`src/rtl/sdram_pkg.sv`:
```
// Shared SDRAM definitions: bus widths, loader FSM states and the packed-word FIFO entry.
package sdram_pkg;
    localparam int SDRAM_ADDR_W = 25;
    localparam int SDRAM_DATA_W = 32;
    localparam int SDRAM_WADDR_W = SDRAM_ADDR_W - 2;

    typedef enum logic [1:0] {
        LD_IDLE     = 2'd0,
        LD_ISSUE    = 2'd1,
        LD_WAIT_ACK = 2'd2
    } ld_state_t;

    typedef struct packed {
        logic [SDRAM_WADDR_W-1:0] word_addr;
        logic [SDRAM_DATA_W-1:0]  data;
    } fifo_entry_t;
endpackage

```
`src/rtl/sdram_loader_chk.sv`:
```
// Invariant checks for the loader FIFO: pushes never exceed free space, occupancy is consistent.
module sdram_loader_chk #(
    parameter int DEPTH = 4,
    parameter int CNT_W = 3
) (
    input logic             clk,
    input logic             reset,
    input logic             push0,
    input logic             push1,
    input logic [CNT_W-1:0] count,
    input logic [CNT_W-1:0] free
);
    a_no_overflow: assert property (@(posedge clk) disable iff (reset)
        (int'(push0) + int'(push1)) <= int'(free));

    a_occupancy: assert property (@(posedge clk) disable iff (reset)
        (int'(count) + int'(free)) == DEPTH);
endmodule

```
`src/rtl/sdram_loader_fifo.sv`:
```
// First-word-fall-through FIFO of packed words; two pushes per cycle, push0 lands ahead of push1.
module sdram_loader_fifo
    import sdram_pkg::*;
#(
    parameter int DEPTH = 4,
    localparam int PTR_W = $clog2(DEPTH),
    localparam int CNT_W = PTR_W + 1
) (
    input  logic             clk,
    input  logic             reset,
    input  logic             push0,
    input  fifo_entry_t      din0,
    input  logic             push1,
    input  fifo_entry_t      din1,
    input  logic             pop,
    output fifo_entry_t      dout,
    output logic             empty,
    output logic [CNT_W-1:0] count,
    output logic [CNT_W-1:0] free
);
    fifo_entry_t      mem_r [DEPTH];
    logic [PTR_W-1:0] wr_ptr_r;
    logic [PTR_W-1:0] rd_ptr_r;
    logic [CNT_W-1:0] count_r;
    logic             pop_s;

    assign pop_s = pop & (count_r != {CNT_W{1'b0}});
    assign dout  = mem_r[rd_ptr_r];
    assign empty = (count_r == {CNT_W{1'b0}});
    assign count = count_r;
    assign free  = CNT_W'(DEPTH) - count_r;

    // Storage write and pointer/occupancy bookkeeping.
    always_ff @(posedge clk) begin
        if (reset) begin
            wr_ptr_r <= {PTR_W{1'b0}};
            rd_ptr_r <= {PTR_W{1'b0}};
            count_r  <= {CNT_W{1'b0}};
        end else begin
            if (push0) begin
                mem_r[wr_ptr_r] <= din0;
            end
            if (push1) begin
                mem_r[wr_ptr_r + PTR_W'(push0)] <= din1;
            end
            wr_ptr_r <= wr_ptr_r + PTR_W'(push0) + PTR_W'(push1);
            rd_ptr_r <= rd_ptr_r + PTR_W'(pop_s);
            count_r  <= count_r + CNT_W'(push0) + CNT_W'(push1) - CNT_W'(pop_s);
        end
    end
endmodule

```
`src/rtl/sdram_loader.sv`:
```
// Packs the 16-bit ioctl download stream into 32-bit SDRAM loader writes on a toggle handshake.
// Define SDRAM_LOADER_CHECKSUM_EN to add a running 32-bit sum of issued words on `checksum`.
module sdram_loader
    import sdram_pkg::*;
#(
    parameter logic [SDRAM_ADDR_W-1:0] BASE_ADDR  = 25'h0000000,
    parameter int                      FIFO_DEPTH = 4,
    parameter logic [15:0]             PAD_VALUE  = 16'hFFFF
) (
    input  logic        clk,
    input  logic        reset,
    input  logic        ioctl_download,
    input  logic [24:0] ioctl_addr,
    input  logic [15:0] ioctl_dout,
    input  logic        ioctl_wr,
    output logic        ioctl_wait,
    output logic [24:0] ls_waddr,
    output logic [31:0] ls_din,
    output logic        ls_we_req,
    input  logic        ls_we_ack,
    output logic        done,
`ifdef SDRAM_LOADER_CHECKSUM_EN
    output logic [31:0] checksum,
`endif
    output logic        busy
);
    localparam int CNT_W = $clog2(FIFO_DEPTH) + 1;

    ld_state_t                state_r;
    logic                     dl_prev_r, pend_r, ended_r, req_r, wait_r, done_r, busy_r;
    logic [SDRAM_WADDR_W-1:0] pend_addr_r;
    logic [15:0]              pend_low_r;
    logic [24:0]              waddr_r;
    logic [31:0]              din_r;

    logic                     wr_s, rise_s, fall_s, match_s, pop_s, empty_s, outstanding_s;
    logic                     push0_s, push1_s, addr_lsb_unused_s;
    logic [SDRAM_WADDR_W-1:0] wr_word_s;
    fifo_entry_t              din0_s, din1_s, head_s;
    logic [CNT_W-1:0]         count_s, free_s, free_next_s;

    assign wr_s              = ioctl_wr & ioctl_download;
    assign rise_s            = ioctl_download & ~dl_prev_r;
    assign fall_s            = dl_prev_r & ~ioctl_download;
    assign wr_word_s         = ioctl_addr[24:2];
    assign match_s           = pend_r & (pend_addr_r == wr_word_s);
    assign pop_s             = (state_r == LD_ISSUE);
    assign outstanding_s     = (req_r != ls_we_ack);
    assign addr_lsb_unused_s = ioctl_addr[0];
    assign free_next_s       = free_s - CNT_W'(push0_s) - CNT_W'(push1_s) + CNT_W'(pop_s);

    assign ioctl_wait = wait_r;
    assign ls_waddr   = waddr_r;
    assign ls_din     = din_r;
    assign ls_we_req  = req_r;
    assign done       = done_r;
    assign busy       = busy_r;

    // Half-word packing: an orphaned pending low half always goes out (padded) ahead of the new word.
    always_comb begin
        push0_s = 1'b0;
        push1_s = 1'b0;
        din0_s  = {pend_addr_r, PAD_VALUE, pend_low_r};
        din1_s  = {wr_word_s, ioctl_dout, PAD_VALUE};
        if (wr_s) begin
            if (!ioctl_addr[1]) begin
                push0_s = pend_r & ~match_s;
            end else if (match_s) begin
                push1_s = 1'b1;
                din1_s  = {wr_word_s, ioctl_dout, pend_low_r};
            end else begin
                push0_s = pend_r;
                push1_s = 1'b1;
            end
        end else if (fall_s) begin
            push0_s = pend_r;
        end else begin
            push0_s = 1'b0;
        end
    end

    sdram_loader_fifo #(.DEPTH(FIFO_DEPTH)) u_fifo (
        .clk   (clk),
        .reset (reset),
        .push0 (push0_s),
        .din0  (din0_s),
        .push1 (push1_s),
        .din1  (din1_s),
        .pop   (pop_s),
        .dout  (head_s),
        .empty (empty_s),
        .count (count_s),
        .free  (free_s)
    );

    sdram_loader_chk #(.DEPTH(FIFO_DEPTH), .CNT_W(CNT_W)) u_chk (
        .clk   (clk),
        .reset (reset),
        .push0 (push0_s),
        .push1 (push1_s),
        .count (count_s),
        .free  (free_s)
    );

    // Pending half, download-edge tracking, backpressure, busy and the done pulse.
    always_ff @(posedge clk) begin
        if (reset) begin
            dl_prev_r   <= 1'b0;
            pend_r      <= 1'b0;
            pend_addr_r <= {SDRAM_WADDR_W{1'b0}};
            pend_low_r  <= 16'h0000;
            ended_r     <= 1'b0;
            wait_r      <= 1'b0;
            done_r      <= 1'b0;
            busy_r      <= 1'b0;
        end else begin
            dl_prev_r <= ioctl_download;
            wait_r    <= (free_next_s <= CNT_W'(2));
            busy_r    <= ~empty_s | outstanding_s | pend_r | (state_r != LD_IDLE);
            done_r    <= 1'b0;
            if (wr_s) begin
                pend_r      <= ~ioctl_addr[1];
                pend_addr_r <= wr_word_s;
                pend_low_r  <= ioctl_dout;
            end else if (fall_s) begin
                pend_r <= 1'b0;
            end
            if (rise_s) begin
                ended_r <= 1'b0;
            end else if (fall_s) begin
                ended_r <= 1'b1;
            end else if (ended_r && empty_s && !outstanding_s && !pend_r && state_r == LD_IDLE) begin
                ended_r <= 1'b0;
                done_r  <= 1'b1;
            end
        end
    end

    // Issue FSM: one request in flight; address and data hold until the controller acks.
    always_ff @(posedge clk) begin
        if (reset) begin
            state_r <= LD_IDLE;
            waddr_r <= 25'h0000000;
            din_r   <= 32'h00000000;
            req_r   <= 1'b0;
        end else begin
            case (state_r)
                LD_IDLE: begin
                    if (!empty_s && !outstanding_s) begin
                        state_r <= LD_ISSUE;
                    end
                end
                LD_ISSUE: begin
                    waddr_r <= BASE_ADDR + {head_s.word_addr, 2'b00};
                    din_r   <= head_s.data;
                    req_r   <= ~req_r;
                    state_r <= LD_WAIT_ACK;
                end
                LD_WAIT_ACK: begin
                    if (ls_we_ack == req_r) begin
                        state_r <= LD_IDLE;
                    end
                end
                default: state_r <= LD_IDLE;
            endcase
        end
    end

`ifdef SDRAM_LOADER_CHECKSUM_EN
    logic [31:0] csum_r;
    assign checksum = csum_r;

    // Running sum of issued words, restarted by each new download.
    always_ff @(posedge clk) begin
        if (reset) begin
            csum_r <= 32'h00000000;
        end else begin
            csum_r <= (rise_s ? 32'h00000000 : csum_r) + (pop_s ? head_s.data : 32'h00000000);
        end
    end
`endif
endmodule

```
`config.mk`:
```
export PLATFORM = sky130hd
export DESIGN_NAME = sdram_loader
export DESIGN_NICKNAME = d
export VERILOG_FILES = /design/src/rtl/sdram_pkg.sv /design/src/rtl/sdram_loader_chk.sv /design/src/rtl/sdram_loader_fifo.sv /design/src/rtl/sdram_loader.sv
export SDC_FILE = /design/constraint.sdc
export NUM_CORES = 1
export LEC_CHECK = 0
export ABC_AREA = 1
export CAP_MARGIN = 20
export CORE_AREA = 5 5 231 233
export CTS_CLUSTER_DIAMETER = 200
export CTS_CLUSTER_SIZE = 12
export DETAILED_ROUTE_END_ITERATION = 7
export DIE_AREA = 0 0 236 238
export PLACE_DENSITY = 0.53
export RECOVER_POWER = 100
export SETUP_SLACK_MARGIN = 0.4
export SYNTH_ARGS = -nofsm -noshare
export SYNTH_HDL_FRONTEND = slang
export SYNTH_SLANG_ARGS = --single-unit
```
`constraint.sdc`:
```
create_clock -name clk -period 7.01 [get_ports clk]
set_input_delay 1.402 -clock clk [delete_from_list [all_inputs] [get_ports clk]]
set_output_delay 1.402 -clock clk [all_outputs]
set_load 0.02 [all_outputs]
```
==> metrics.md, run 1 <==
| Metric | Value |
|---|---|
| Top cell by count, worst path | `nand2_1` |
| Clk slew on worst S/H paths | `60 ps` |
| Hold buffers post-CTS | `0` |
| Pwr/cell area | `250.3 nW/um2` |
| Sequential cell area | `8816 um2` |
| Least-Margin Pin Slew | `3897 ps` |
| Final period util | `79.22%` |
| Req. time, crit path | `7180 ps` |
| Most frequent cells after synthesis | `nand2_1 (351), edfxtp_1 (220), o21ai_0 (184)` |
| Layout net count | `1643` |
| Worst-path fanout max | `50` |
| Largest family of logic cells by synthesized area | `simple AND/OR/NAND/NOR gates` |
| Rows | `83` |
| DRC | `0` |
| Mux cell area share after synthesis | `3.763%` |
| Fill count | `5161` |
| Post-Synth Adder-Cell Area | `0.8722%` |
| Max transition margin | `-159.8%` |
| Fin crit period | `5553 ps` |
| CTS Root Cell | `clkbuf_16` |
| Xor/xnor cell area share of the yosys netlist | `0.4789%` |
| DR pass1 iterations | `7` |
| CTS Sinks | `330` |
| Port buffer count | `103` |
| Crit start category | `input port` |
| Total grt overflow | `0` |
| Vias per Instance | `4.719` |
| Overall power | `4.275 mW` |
| CP top delay family | `buffers and inverters` |
| RSZ-0062 raised after global routing | `no` |
| Die Wd | `236 um` |
| Ys flop type | `edfxtp_1` |
| Share of cells above drive strength 1 | `4.839%` |
| Post-Syn Instances | `1524` |
| Full die area | `56170 um2` |
| Starting density of the core | `28.69%` |
| Drt wl/cell | `17.90 um` |
| Core Region | `50990 um2` |
| Synth area leaders | `edfxtp_1 (45%), dfxtp_1 (15%), nand2_1 (9.0%)` |
| Synth Cell Area | `14630 um2` |
| Leak Pwr | `7.055 nW` |
| Simple-gate area share of the yosys netlist | `15.79%` |
| Post-synth ARST share | `0%` |
| Min-delay worst type | `reg2reg` |
| #FFs+latches synth | `330` |
| Number of synthesized flops with an enable pin | `220` |
| Number of distinct library cells after synthesis | `35` |
| Post-Route WL | `41.02 mm` |
| Setup TNS | `0 ps` |
| H-tree level count | `1` |
| R2R depth | `5` |
| Area occupied by multi-input gates | `4757 um2` |
| Initial DRC count | `881` |
| Final GP Congestion | `0.7690` |
| CP cell instances | `dlygate4sd3_1, nand2_1, inv_1, nand2_1, nor2_1, inv_1, nor2_8, nand2_1, nand2_2, clkbuf_2` |
| Critical R2R Capture | `ls_din[0]$_SDFFE_PP0P_` |
| # Post-CTS Setup Buffers | `0` |
| Slowest cell on the critical path | `clkbuf_2` |
| Post-DP HPWL | `24.13 mm` |
| Dpl cells | `2234` |
| Clock buffer depth | `3` |
| Cell taking the most area after synthesis | `edfxtp_1` |
| Worst EP arrival | `5720 ps` |
| GRT Overall Usage | `14.19%` |
| Maximum clock frequency | `180.1 MHz` |
| Final setup vio count | `0` |
| Failing checks | `max-capacitance violations, max-slew violations` |
| Hold Path Cell Cnt | `2` |
| Post_cts resized | `0` |
| Final Hold Viols | `0` |
| Clock Skew | `12.04 ps` |
| Initial antenna violation count | `1` |
| MaxCap Viol Count | `6` |
| Final slew viol count | `215` |
| Worst VDD drop | `169.9 uV` |
| Post-synthesis sequential area ratio | `60.20%` |
| Layout Cells excl Fill | `2292` |
| Worst path max stage delay | `1040 ps` |
| Avg Inst Size Synth | `9.601 um2` |
| Synth top area share | `45.15%` |
| Hold path start | `ended_r$_SDFFE_PP0P_` |
| Top-count cell post-synth | `nand2_1` |
| CTS tree | `yes` |
| Synth Area in Compound Gates | `11.69%` |
| Reg2Reg Launch Point | `u_fifo.rd_ptr_r[0]$_SDFF_PP0_` |
| Die Y | `238 um` |
| Hold Crit Endpoint | `done$_SDFF_PP0_` |
| Status | `finished with violations` |
| Buf+Inv Stages, Crit Path | `4` |
| Endpoint class of the critical path | `flip-flop` |
| Io pins | `107` |
| WS Path Type | `in2reg` |
| TritonCTS Buffers | `31` |
| Worst-skew pair later-pin latency | `570 ps` |
| Area growth syn-to-layout | `16.75%` |
| ANT cells | `0` |
| Vias post-DR | `10816` |
| YS warnings | `0` |
| Largest net degree at the start of global routing | `62` |
| First-pass GRT wire length | `63.20 mm` |
| Reg2reg setup slack | `2180 ps` |
| Vias in the first global route | `10811` |
| ANT nets after route | `0` |
-- registers in the layout, summed over array words and instances, names as in the netlist, 2 cells and up --
| name | flops |
|---|---|
| u_fifo.count | 3 |
| ls_waddr | 23 |
| u_fifo.rd_ptr_r | 2 |
| pend_low_r | 16 |
| u_fifo.wr_ptr_r | 2 |
| u_fifo.mem_r | 220 |
| pend_addr_r | 23 |
| state_r | 2 |
| ls_din | 32 |
-- where the power goes --
group	switching [mW]	internal, mW
Sequential	0.0614	2.16
Clock	0.716	0.829
Combinational	0.319	0.192
Total	1.10	3.18
-- layout make-up --
type	instances	share of cell area [%]
repair buffers	125	6.900
multi-input cells	941	27.85
clock inverters	2	0.1025
well taps	680	4.981
inverters	159	3.494
flip-flops and latches	330	51.61
clock buffers	55	5.068
-- stage by stage --
| stage | utilization, % | hold slack [ps] | instance area, um2 | worst slack (ps) |
|---|---|---|---|---|
| 2_1_floorplan | - | 427.9 | 14640 | 519.4 |
| 3_3_place_gp | 31.90 | 440.5 | 16270 | 1931 |
| 3_5_place_dp | 31.90 | 444.3 | 16270 | 1847 |
| 4_1_cts | 33.64 | 457.3 | 17150 | 2447 |
| 5_1_grt | 33.50 | 474.8 | 17080 | 1120 |
| 6_report | 33.50 | 456.1 | 17080 | 1457 |
-- worst reg2reg max path, cell delays in order (launching register included) --
cell and delay (ps):
dfxtp_4 850, clkbuf_1 2800, o21ai_0 470, o21ai_0 360, o221ai_1 170, inv_1 110
-- worst max path at each step --
| stage | startpoint | to | cells after the start |
|---|---|---|---|
| 2_1_floorplan | ioctl_addr[19] | u_fifo.mem_r[3][0]$_DFFE_PP_ | 11 |
| 3_3_place_gp | ioctl_download | u_fifo.mem_r[2][7]$_DFFE_PP_ | 10 |
| 3_5_place_dp | ioctl_download | u_fifo.mem_r[2][11]$_DFFE_PP_ | 10 |
| 4_1_cts | ioctl_download | u_fifo.mem_r[2][0]$_DFFE_PP_ | 10 |
| 5_1_grt | ioctl_download | u_fifo.mem_r[2][0]$_DFFE_PP_ | 10 |
| 6_report | ioctl_download | u_fifo.mem_r[2][16]$_SDFFCE_PN1P_ | 10 |
-- layout by cell type (no fill, tap or decap), drive strengths merged --
cell | netlist | routed
clkdlybuf4s50 | 0 | 41
ha | 7 | 7
dfxtp | 110 | 110
o221ai | 55 | 55
xnor2 | 4 | 4
edfxtp | 220 | 220
nand4 | 2 | 2
inv | 158 | 160
nand3 | 59 | 59
buf | 43 | 13
nor3 | 3 | 3
nand2 | 361 | 361
o31ai | 1 | 1
a211oi | 2 | 2
conb | 1 | 2
a21oi | 44 | 44
xor2 | 4 | 4
nor2 | 141 | 141
clkinv | 1 | 1
or2 | 2 | 2
o21ai | 197 | 197
mux2i | 55 | 55
fa | 2 | 2
clkbuf | 52 | 64
dlygate4sd3 | 0 | 62
-- logic make-up after synthesis --
kind of cell,after synthesis
muxes,55
adders and majority gates,9
DFF,330
buffers and inverters,254
and+or+nand+nor,568
other,1
AOI/OAI and AO/OA,299
xor gates and xnor gates,8
-- routing by layer --
metal / share of wire (%) / track usage (%) / vias to the layer above
li1: - / - / 5258
met1: 45 / 18.81 / 5223
met2: 49 / 24.70 / 283
met3: 4.8 / 2.300 / 52
met4: 1.7 / 2.991 / 0
met5: 0 / 0 / -
Note: power is estimated with default switching activity, not from simulation.
==> run 2, diff against run 1 <==
- PLACE_DENSITY: 0.53 -> 0.51
- clock period: 7.01 -> 5.5 ns (I/O delays scaled with it)
==> run 2 against run 1 <==
  * The flow still finishes with violations (max-capacitance violations, max-slew violations)
  * Critical path depth is 8 higher
  * Largest power group unchanged
  * Core utilization up 0.11 points
  * Global-route usage grew 0.054 points
  * Sequential share of layout area shrank 0.17 points
  * Power grew 28%
  * Combinational power increased by 25%
==> metrics.md, run 2 (synthesis results as in run 1) <==
| Metric | Value |
|---|---|
| Status | `finished with violations` |
| Failing checks | `max-capacitance violations, max-slew violations` |
| Crit start category | `input port` |
| Initial antenna violation count | `3` |
| Final setup vio count | `0` |
| Full die area | `56170 um2` |
| TritonCTS Buffers | `31` |
| Area occupied by multi-input gates | `4750 um2` |
| Core Region | `50990 um2` |
| Layout net count | `1642` |
| Layout Cells excl Fill | `2293` |
| Hold path start | `ended_r$_SDFFE_PP0P_` |
| Pwr/cell area | `319.2 nW/um2` |
| Vias post-DR | `10898` |
| CTS tree | `yes` |
| Worst-path fanout max | `39` |
| H-tree level count | `1` |
| First-pass GRT wire length | `62.85 mm` |
| Req. time, crit path | `5820 ps` |
| Least-Margin Pin Slew | `2362 ps` |
| Die Wd | `236 um` |
| Final period util | `82.24%` |
| Hold Crit Endpoint | `done$_SDFF_PP0_` |
| CTS Sinks | `330` |
| Reg2Reg Launch Point | `state_r[0]$_SDFFE_PP0P_` |
| Starting density of the core | `28.69%` |
| Max FFs per register | `220` |
| Fill count | `5171` |
| Post_cts resized | `0` |
| Vias per Instance | `4.753` |
| Total grt overflow | `0` |
| Worst EP arrival | `4850 ps` |
| Die Y | `238 um` |
| Initial DRC count | `665` |
| Endpoint class of the critical path | `flip-flop` |
| Reg2reg setup slack | `1120 ps` |
| Leak Pwr | `7.080 nW` |
| Maximum clock frequency | `221.1 MHz` |
| Fin crit period | `4523 ps` |
| Critical R2R Capture | `u_fifo.count[2]$_SDFF_PP0_` |
| Vias in the first global route | `10434` |
| DR pass1 iterations | `5` |
| Drt wl/cell | `18.08 um` |
| Clock Skew | `26.11 ps` |
| Clk slew on worst S/H paths | `70 ps` |
| Rows | `83` |
| CTS Root Cell | `clkbuf_16` |
| Min-delay worst type | `reg2reg` |
| WS Path Type | `in2reg` |
| Final GP Congestion | `0.7634` |
| Sequential cell area | `8816 um2` |
| DRC | `0` |
| Crit. Startpoint | `ioctl_addr[11]` |
| Port buffer count | `103` |
| ANT nets after route | `0` |
| Post-Route WL | `41.47 mm` |
| Dpl cells | `2234` |
| Most common cell after layout, fill and taps aside | `nand2_1` |
| GRT Overall Usage | `14.25%` |
| # Post-CTS Setup Buffers | `0` |
| Worst-skew pair later-pin latency | `590 ps` |
| Hold Path Cell Cnt | `2` |
| Top reg by flops | `u_fifo.mem_r` |
| Worst VDD drop | `238.8 uV` |
| Largest net degree at the start of global routing | `81` |
| Final slew viol count | `34` |
| Share of cells above drive strength 1 | `4.839%` |
| R2R depth | `10` |
| Post-DP HPWL | `23.99 mm` |
| Hold buffers post-CTS | `0` |
| Io pins | `107` |
| MaxCap Viol Count | `2` |
| Final Hold Viols | `0` |
| Setup TNS | `0 ps` |
| Area growth syn-to-layout | `17.13%` |
| RSZ-0062 raised after global routing | `no` |
| Commonest non-fill, non-tap cells in the layout | `nand2_1 (357), edfxtp_1 (220), o21ai_0 (195)` |
| Clock buffer depth | `3` |
| Max transition margin | `-58.06%` |
[run 2: final cells by class]
type	count	share of cell area [%]
diodes	1	0.01460
clock buffers	56	5.074
clock inverters	2	0.1679
inverters	159	3.483
multi-input cells	941	27.71
flip-flops and latches	330	51.44
well taps	680	4.965
repair buffers	124	7.140
[run 2: critical path: stages]
cell           delay [ps]
dlygate4sd3_1         620
inv_1                  90
nand2_1                60
nand2_1                40
nor2_1                160
nand2_1               140
nor2_1                130
nand3_1               160
nand2_1               180
nand2_1               200
nand2_2               110
nand2_1               170
nor2_8                240
buf_4                 450
nand2_1               170
clkbuf_2              510
nand2_1               190
nand2_1                70
[run 2: how the worst max path moves through the flow]
stage / endpoint / slack, ps / cells after the start
after global routing: u_fifo.mem_r[2][29]$_SDFFCE_PN1P_ / 740 / 17
after detailed placement: u_fifo.mem_r[2][42]$_DFFE_PP_ / 1000 / 17
final: u_fifo.mem_r[2][39]$_DFFE_PP_ / 980 / 18
after CTS: u_fifo.mem_r[2][38]$_DFFE_PP_ / 1600 / 17
after global placement: u_fifo.mem_r[2][42]$_DFFE_PP_ / 1020 / 17
after floorplan: u_fifo.mem_r[3][0]$_DFFE_PP_ / 800 / 11
[run 2: where the power goes]
group	internal (mW)	total, mW	switching (mW)
clock network	1.06	2.00	0.933
logic	0.243	0.641	0.398
registers	2.75	2.83	0.0822
[run 2: metal layers]
| layer | wire length (um) | up-vias | track usage, % | part of all wire (%) |
|---|---|---|---|---|
| met4 | 668 | 4 | 2.885 | 1.6 |
| li1 | - | 5269 | - | - |
| met1 | 18910 | 5302 | 19.42 | 46 |
| met2 | 19790 | 278 | 24.23 | 48 |
| met5 | 21 | - | 0 | 0.051 |
| met3 | 2078 | 45 | 2.288 | 5.0 |
[run 2: through the flow]
stage / utilization (%) / hold WS [ps] / instance area [um2] / setup WS [ps] / power [mW]
3_5_place_dp: 32.00 / 448.2 / 16320 / 999.2 / 3.566
6_report: 33.61 / 453.0 / 17140 / 976.7 / 5.470
4_1_cts: 33.76 / 452.8 / 17220 / 1600 / 5.568
3_3_place_gp: 32.00 / 437.4 / 16320 / 1020 / 3.556
5_1_grt: 33.61 / 483.5 / 17140 / 743.2 / 5.712
2_1_floorplan: - / 427.9 / 14640 / 795.2 / 3.262
==> run 3, diff against run 2 <==
- PLACE_DENSITY: 0.51 -> 0.53
- clock period: 5.5 -> 3.93 ns (I/O delays scaled with it)
==> run 3 against run 2 <==
  * The flow now finishes without violations
  * Non-clock buffer count up 15
  * Register-to-register slack lost 80 ps
  * Clock-buffer cell count shrank 1
  * Core utilization grew 0.36 points
  * Critical endpoint is now u_fifo.count[2]$_SDFF_PP0_
==> metrics.md, run 3 (synthesis results as in run 1) <==
| Metric | Value |
|---|---|
| RSZ-0062 raised after global routing | `no` |
| Post-DP HPWL | `25.04 mm` |
| Clk slew on worst S/H paths | `60 ps` |
| Critical R2R Capture | `u_fifo.count[2]$_SDFF_PP0_` |
| Total grt overflow | `0` |
| Share of cells above drive strength 1 | `6.212%` |
| Initial DRC count | `795` |
| Slowest cell on the critical path | `dlygate4sd3_1` |
| # Post-CTS Setup Buffers | `0` |
| Pint | `5.681 mW` |
| Post_cts resized | `0` |
| R2R depth | `13` |
| Hold buffers post-CTS | `0` |
| WS Path Type | `in2reg` |
| Layout net count | `1657` |
| Drt wl/cell | `17.86 um` |
| Vias per Instance | `4.743` |
| Commonest non-fill, non-tap cells in the layout | `nand2_1 (353), edfxtp_1 (220), o21ai_0 (194)` |
| Die Wd | `236 um` |
| Crit. Startpoint | `ioctl_addr[20]` |
| CTS Root Cell | `clkbuf_16` |
| Pwr/cell area | `442.1 nW/um2` |
| Final GP Congestion | `0.7547` |
| TritonCTS Buffers | `31` |
| Worst EP arrival | `3820 ps` |
| Final Hold Viols | `0` |
| Endpoint class of the critical path | `flip-flop` |
| Sw Pwr | `1.976 mW` |
| Final setup vio count | `0` |
| ANT nets after route | `0` |
| Io pins | `107` |
| Worst-path fanout max | `7` |
| GRT Overall Usage | `14.23%` |
| Largest net degree at the start of global routing | `74` |
| Setup TNS | `0 ps` |
| Clk pwr share | `36.4%` |
| CTS tree | `yes` |
| Top reg by flops | `u_fifo.mem_r` |
| Max FFs per register | `220` |
| Switch share | `25.81%` |
| Core Region | `50990 um2` |
| H-tree level count | `1` |
| Port buffer count | `103` |
| Slack of the critical path | `611.1 ps` |
| Full die area | `56170 um2` |
| Area growth syn-to-layout | `18.37%` |
| Worst VDD drop | `306.3 uV` |
| Final slew viol count | `0` |
| Rows | `83` |
| DRC | `0` |
| Leak Pwr | `7.167 nW` |
| Vias post-DR | `10937` |
| Overall power | `7.657 mW` |
| Gate power share | `11.9%` |
| Clock Skew | `13.60 ps` |
| CP Capture Point | `u_fifo.count[2]$_SDFF_PP0_` |
| DR pass1 iterations | `6` |
| Maximum clock frequency | `301.3 MHz` |
| Top cell by count, worst path | `nand2_1` |
| Req. time, crit path | `4440 ps` |
| DP Worst Slack | `279.5 ps` |
| Max transition margin | `27.96%` |
| Worst-skew pair later-pin latency | `590 ps` |
| CTS Sinks | `330` |
| Reg2reg setup slack | `1040 ps` |
| Min-delay worst type | `reg2reg` |
| Post-Route WL | `41.19 mm` |
| Sequential share of power | `51.7%` |
| Vias in the first global route | `10454` |
| Fill count | `5212` |
| Status | `completed` |
| Initial antenna violation count | `3` |
| ANT cells | `0` |
| Reg2Reg Launch Point | `pend_addr_r[18]$_SDFFE_PP0P_` |
| Most common cell after layout, fill and taps aside | `nand2_1` |
| Clock buffer depth | `3` |
| First-pass GRT wire length | `62.82 mm` |
| Starting density of the core | `28.69%` |
| Die Y | `238 um` |
| Layout Utilization | `33.97%` |
| Fin crit period | `3319 ps` |
| Crit start category | `input port` |
| Worst path max stage delay | `640 ps` |
| MaxCap Viol Count | `0` |
| Final period util | `84.45%` |
| Least-Margin Pin Slew | `1079 ps` |
| CP cell instances | `dlygate4sd3_1, inv_1, nand2_1, nand2_1, nor2_1, nand2_1, nor2_1, nand3_1, nand2_1, nand2_1, fa_1, fa_1, or2_2, a21oi_1` |
-- run 3: cell count changes in the layout (fill, tap and decap cells not counted), sizes merged --
| cell | delta |
|---|---|
| buf | +17 |
| clkbuf | -3 |
| diode | -1 |
-- run 3: power by group through the flow --
stage,Sequential (mW),Clock [mW],Combinational (mW)
after floorplan,4.09,0,0.475
after detailed placement,4.04,0,0.961
after global placement,4.03,0,0.946
after global routing,3.97,3.01,1.03
final,3.96,2.79,0.911
after CTS,3.96,2.87,0.963
-- run 3: worst min-delay path by stage --
stage	start	endpoint	slack (ps)	depth (start not counted)
4_1_cts	ended_r$_SDFFE_PP0P_	done$_SDFF_PP0_	450	2
2_1_floorplan	ended_r$_SDFFE_PP0P_	done$_SDFF_PP0_	430	2
6_report	ended_r$_SDFFE_PP0P_	done$_SDFF_PP0_	460	2
3_3_place_gp	ended_r$_SDFFE_PP0P_	done$_SDFF_PP0_	440	2
5_1_grt	ended_r$_SDFFE_PP0P_	done$_SDFF_PP0_	480	2
3_5_place_dp	ended_r$_SDFFE_PP0P_	done$_SDFF_PP0_	440	2
-- run 3: stage by stage --
stage / cells / area (um2) / hold slack (ps)
global route: 2306 / 17320 / 479.7
finish: 2306 / 17320 / 458.8
detailed placement: 2249 / 16490 / 442.9
global placement: 2249 / 16490 / 440.5
floorplan: 1525 / 14660 / 427.9
CTS: 2306 / 17390 / 448.7
-- run 3: routing by layer --
metal | track usage, % | share of wire, %
met5 | 0 | 0.080
met4 | 3.044 | 2.1
met3 | 2.288 | 6.4
met2 | 23.64 | 47
met1 | 19.78 | 44
-- run 3: worst max-delay path, delay by kind of cell --
kind                     cells  cell delay (ps)
AND/OR/NAND/NOR              9             1330
adder cells (fa/ha/maj)      2              840
buffers and inverters        2              740
AO/OA/AOI/OAI                1              110
-- run 3: final cells by class --
type	count	area, um2	share of cell area (%)
Timing Repair Buffer	139	1405	8.113
Inverter	159	596.8	3.446
Clock buffer	55	865.8	4.999
Sequential cell	330	8816	50.90
Tap cell	680	850.8	4.913
Multi-Input combinational cell	941	4756	27.46
Clock inverter	2	28.78	0.1662
